File: config.mk
export PLATFORM = sky130hd
export DESIGN_NAME = mstq_arbiter
export DESIGN_NICKNAME = d
export VERILOG_FILES = /design/src/rtl/mstq_arbiter.sv
export SDC_FILE = /design/constraint.sdc
export NUM_CORES = 1
export LEC_CHECK = 0
export BUFFER_PORTS_ARGS = -buffer_cell sky130_fd_sc_hd__buf_2
export CORE_MARGIN = 2
export CORE_UTILIZATION = 31
export CTS_CLUSTER_DIAMETER = 50
export CTS_CLUSTER_SIZE = 20
export DETAILED_ROUTE_END_ITERATION = 7
export GPL_ROUTABILITY_DRIVEN = 0
export GPL_TIMING_DRIVEN = 0
export PLACE_DENSITY = 0.87
export SLEW_MARGIN = 15
export SYNTH_ARGS = -nofsm -noshare
export SYNTH_HDL_FRONTEND = slang
export SYNTH_SLANG_ARGS = --single-unit
File: constraint.sdc
create_clock -name clk_125 -period 1.7 [get_ports clk_125]
set_input_delay 0 -clock clk_125 [delete_from_list [all_inputs] [get_ports clk_125]]
set_output_delay 0 -clock clk_125 [all_outputs]
set_load 0.02 [all_outputs]
File: src/rtl/mstq_arbiter.sv
// Packet-granular two-port arbiter merging PHY receiver command streams into the shared master FIFO.
// Optional per-port completed-command counters are built when MSTQ_ARB_STATS_EN is defined.
module mstq_arbiter #(
  parameter int FAIR = 1
) (
  input  logic        clk_125,
  input  logic        sys_rst,
  input  logic [1:0]  port_en,
  input  logic        rx0_mst_empty,
  input  logic [17:0] rx0_mst_dout,
  output logic        rx0_mst_rd_en,
  input  logic        rx1_mst_empty,
  input  logic [17:0] rx1_mst_dout,
  output logic        rx1_mst_rd_en,
  output logic [17:0] mst_din,
  output logic        mst_wr_en,
  input  logic        mst_full,
  output logic [1:0]  grant,
  output logic        proto_err,
  output logic [15:0] pkt0_cnt,
  output logic [15:0] pkt1_cnt
);

  typedef enum logic [1:0] {IDLE, GNT0, GNT1} state_t;

  state_t state;
  logic   last_served;
  logic   elig0, elig1, bad0, bad1;
  logic   xfer0, xfer1, end0, end1;
  logic   disc0, disc1, pick1;

  assign elig0 = port_en[0] & ~rx0_mst_empty & rx0_mst_dout[17];
  assign elig1 = port_en[1] & ~rx1_mst_empty & rx1_mst_dout[17];
  assign bad0  = port_en[0] & ~rx0_mst_empty & ~rx0_mst_dout[17];
  assign bad1  = port_en[1] & ~rx1_mst_empty & ~rx1_mst_dout[17];

  assign xfer0 = (state == GNT0) & ~rx0_mst_empty & ~mst_full;
  assign xfer1 = (state == GNT1) & ~rx1_mst_empty & ~mst_full;
  assign end0  = xfer0 & rx0_mst_dout[16];
  assign end1  = xfer1 & rx1_mst_dout[16];

  // Discards only happen when nobody could be granted; port 0 has precedence.
  assign disc0 = (state == IDLE) & ~elig0 & ~elig1 & bad0;
  assign disc1 = (state == IDLE) & ~elig0 & ~elig1 & ~bad0 & bad1;

  always_comb begin
    pick1 = elig1;
    if (elig0 && elig1) begin
      pick1 = (FAIR != 0) ? ~last_served : 1'b0;
    end
  end

  // Strobes are forced low while reset is held so a mid-packet reset cannot pop anything.
  assign rx0_mst_rd_en = ~sys_rst & (xfer0 | disc0);
  assign rx1_mst_rd_en = ~sys_rst & (xfer1 | disc1);
  assign mst_wr_en     = ~sys_rst & (xfer0 | xfer1);
  assign proto_err     = ~sys_rst & (disc0 | disc1);
  assign mst_din       = (~sys_rst & xfer0) ? rx0_mst_dout :
                         (~sys_rst & xfer1) ? rx1_mst_dout : 18'h0;
  assign grant         = {state == GNT1, state == GNT0};

  always_ff @(posedge clk_125 or posedge sys_rst) begin
    if (sys_rst) begin
      state       <= IDLE;
      last_served <= 1'b1;
    end else begin
      case (state)
        IDLE: begin
          if (elig0 || elig1) begin
            state <= pick1 ? GNT1 : GNT0;
          end
        end
        GNT0: begin
          if (end0) begin
            state       <= IDLE;
            last_served <= 1'b0;
          end
        end
        GNT1: begin
          if (end1) begin
            state       <= IDLE;
            last_served <= 1'b1;
          end
        end
        default: state <= IDLE;
      endcase
    end
  end

`ifdef MSTQ_ARB_STATS_EN
  logic [15:0] cnt0, cnt1;

  always_ff @(posedge clk_125 or posedge sys_rst) begin
    if (sys_rst) begin
      cnt0 <= 16'h0;
      cnt1 <= 16'h0;
    end else begin
      if (end0) cnt0 <= cnt0 + 16'd1;
      if (end1) cnt1 <= cnt1 + 16'd1;
    end
  end

  assign pkt0_cnt = cnt0;
  assign pkt1_cnt = cnt1;
`else
  assign pkt0_cnt = 16'h0;
  assign pkt1_cnt = 16'h0;
`endif

endmodule

==> metrics.txt <==
Setup TNS=0 ps; Leak=around 0.8 nW; H-tree Lvls=1; status=finished, final reports clean; total grt overflow=0; post-synthesis sequential area ratio=0.103; DRC=0; Starting Density=0.332; Distinct cells, synth=26; vias=between 900 and 1k; Post-Syn Area=roughly 740 µm²; Core Area=2230 µm²; crit path max fanout=10; Post-Place Worst Slack=36.9 ps; worst skew pair latency=about 240 ps; CTS Sinks=3; Clock Tree Root=clkbuf_4; Syn Inst Count=slightly above 90; clock input transition at the sequential cells of the worst setup and hold paths=approximately 40 ps; FMAX=624 MHz; flops & latches, synth=3; fin crit period=roughly 1600 ps; initial DRC count=18; Finished Layout Cells=roughly 220; number of port buffers=66; skew final=roughly 4.3 ps; final setup fails=0; arrival time worst endpoint=1600 ps; vias in the first global route=around 840; RSZ-0062 raised after global routing=true; initial antenna violation count=0; Ant. Diodes=0; Max VDD drop=around 480 µV; FP Rows=17; Pins Over Slew Limit=0; Die Ht=about 53 µm; Max Cap Violations=0; 1st-pass router iterations=4; Hold Fails Final Rpt=0; main combinational cell family by area after synthesis=buffers and inverters; dpl cells=between 200 and 250; area delta synth->final=78.5%; total I/O pin count=slightly below 100; final core occ=0.592; Post-Synth Simple-Gate Area=0.208; die area=2800 µm²; Tot Pwr=between 0.8 and 0.9 mW; final wirelength=between 2 and 3 mm; largest net degree at the start of global routing=11; syn avg cell area=between 8 and 9 µm²; compound-cell area share of the yosys netlist=0.309; global-route wire length before repair=about 3.6 mm; Pwr per Cell Area=between 600 and 700 nW/µm²; Final ANT Viol Nets=0; final cell area excluding filler cells=around 1300 µm²; final worst slack=96.5 ps; endpoint class of the critical path=primary output; mux contribution to synthesized area=0; number of buffers created by CTS=3; fillers=211; Post-DP Area=between 1000 and 1500 µm²; clk buf depth=2; Die Wd=52.9 µm; Setup CP Type=reg -> out; class of the worst hold path=in -> reg; required time worst endpoint=~1700 ps; fin nets=~240; Post-Synth XOR/XNOR Area=0; post-DR wirelength/cell=between 10 and 15 µm; Startpoint Class=flip-flop; Period Utilization, post-route=0.943; routed vias/inst=approximately 4.1; share of layout cells above drive strength 1=0.579; GR Util All Layers=0.170; Ys Warns=0; Adder-Cell Fraction of Synth Area=0; HPWL after DPL=around 2.1 mm; CTS tree=yes; Worst Hold Margin=between 90 and 100 ps
[report_power, final]
group	switching (mW)	internal, mW	leakage (nW)
clock	0.0392	0.0881	0.0150
sequential	0.0301	0.103	0.0352
combinational	0.299	0.248	0.753
[cells in the mapped netlist]
| library cell | n | area share |
|---|---|---|
| buf_4 | 35 | 0.35 |
| a22o_1 | 17 | 0.20 |
| a21oi_1 | 5 | 0.034 |
| nor2_1 | 4 | 0.020 |
| inv_1 | 3 | 0.015 |
| dfrtp_1 | 2 | 0.068 |
| nand2_1 | 2 | 0.010 |
| nand2b_1 | 2 | 0.017 |
| nor3b_1 | 2 | 0.020 |
| nor4b_4 | 2 | 0.064 |
| o21bai_1 | 2 | 0.020 |
| a211o_1 | 1 | 0.012 |
| a21o_1 | 1 | 0.010 |
| and2b_1 | 1 | 0.010 |
| and3b_1 | 1 | 0.012 |
| conb_1 | 1 | 0.0051 |
| dfstp_2 | 1 | 0.035 |
| inv_2 | 1 | 0.0051 |
| nand3b_1 | 1 | 0.010 |
| nand4b_1 | 1 | 0.012 |
| nor4bb_1 | 1 | 0.014 |
| o211ai_1 | 1 | 0.010 |
| o31ai_1 | 1 | 0.010 |
| o41ai_1 | 1 | 0.012 |
| or2_2 | 1 | 0.0085 |
| or4_1 | 1 | 0.010 |
[area by class of cell]
class,count,area (µm²),area share
tap,28,35.0,0.0265
multi-input combinational,80,507,0.383
buffer,35,270,0.204
timing repair buffer,69,392,0.296
inverter,4,15.0,0.0114
sequential,3,77.6,0.0587
clock buffer,4,26.3,0.0199
[final timing paths]
| kind | start | to | slack (ps) | cells after the start |
|---|---|---|---|---|
| worst max register to register | state[1]$_DFFE_PP0P_ | last_served$_DFFE_PP1P_ | 630 | 4 |
| worst min register to register | state[0]$_DFFE_PP0P_ | last_served$_DFFE_PP1P_ | 500 | 1 |
| max in group asynchronous | sys_rst | last_served$_DFFE_PP1P_ | 1220 | 3 |
| min in group asynchronous | sys_rst | state[1]$_DFFE_PP0P_ | 270 | 3 |
| worst min-delay path | rx0_mst_dout[16] | state[0]$_DFFE_PP0P_ | 90 | 3 |
| worst max-delay path | state[1]$_DFFE_PP0P_ | mst_wr_en | 100 | 6 |
[layout by cell type (no fill, tap or decap)]
master / count
nor2_1: 4
nor4bb_1: 1
inv_1: 3
nand2_1: 2
nor4b_4: 2
and2b_1: 1
clkbuf_1: 1
clkbuf_4: 3
nand2b_1: 2
a22o_1: 17
o31ai_1: 1
nand3b_1: 1
and3b_1: 1
dfrtp_1: 1
conb_1: 32
nand4b_1: 1
a21o_1: 1
nor3b_1: 2
dfrtp_2: 1
dlygate4sd3_1: 1
inv_2: 1
or2_2: 1
o41ai_1: 1
buf_6: 3
o211ai_1: 1
o21bai_1: 2
a21oi_1: 5
buf_4: 47
or4_4: 1
buf_2: 53
dfstp_2: 1
a211o_1: 1
[worst max-delay path, stage by stage, from the launching register on]
cell     delay (ps)
dfrtp_1         360
buf_6           140
and2b_1         160
nor4b_4         140
buf_6           140
or2_2           270
buf_4           160
[metal layers]
| layer | share of wire | up-vias | track usage |
|---|---|---|---|
| li1 | - | 475 | - |
| met1 | 0.34 | 395 | 0.190 |
| met2 | 0.56 | 55 | 0.308 |
| met3 | 0.097 | 0 | 0.0565 |
| met4 | 0 | 0 | 0.0385 |
| met5 | 0 | - | 0 |
[registers in the layout (all words and copies together) (netlist names)]
signal       cells
last_served      1
state            2
[cells by family (layout without fill, tap and decap cells)]
family / after synthesis / in the layout
AO/OA/AOI/OAI: 29 / 29
flip-flops: 3 / 3
buffers and inverters: 39 / 112
other: 1 / 32
AND/OR/NAND/NOR: 19 / 19
[timing repair]
item                                    in CTS  in global routing
gates resized for setup                      0                 18
setup buffers                                2                  0
pin swaps                                    1                  0
endpoints found under the setup margin      20                 21
hold buffers                                 1                  0
endpoints found under the hold margin        3                  0
Power figures use the tool's default switching activity.
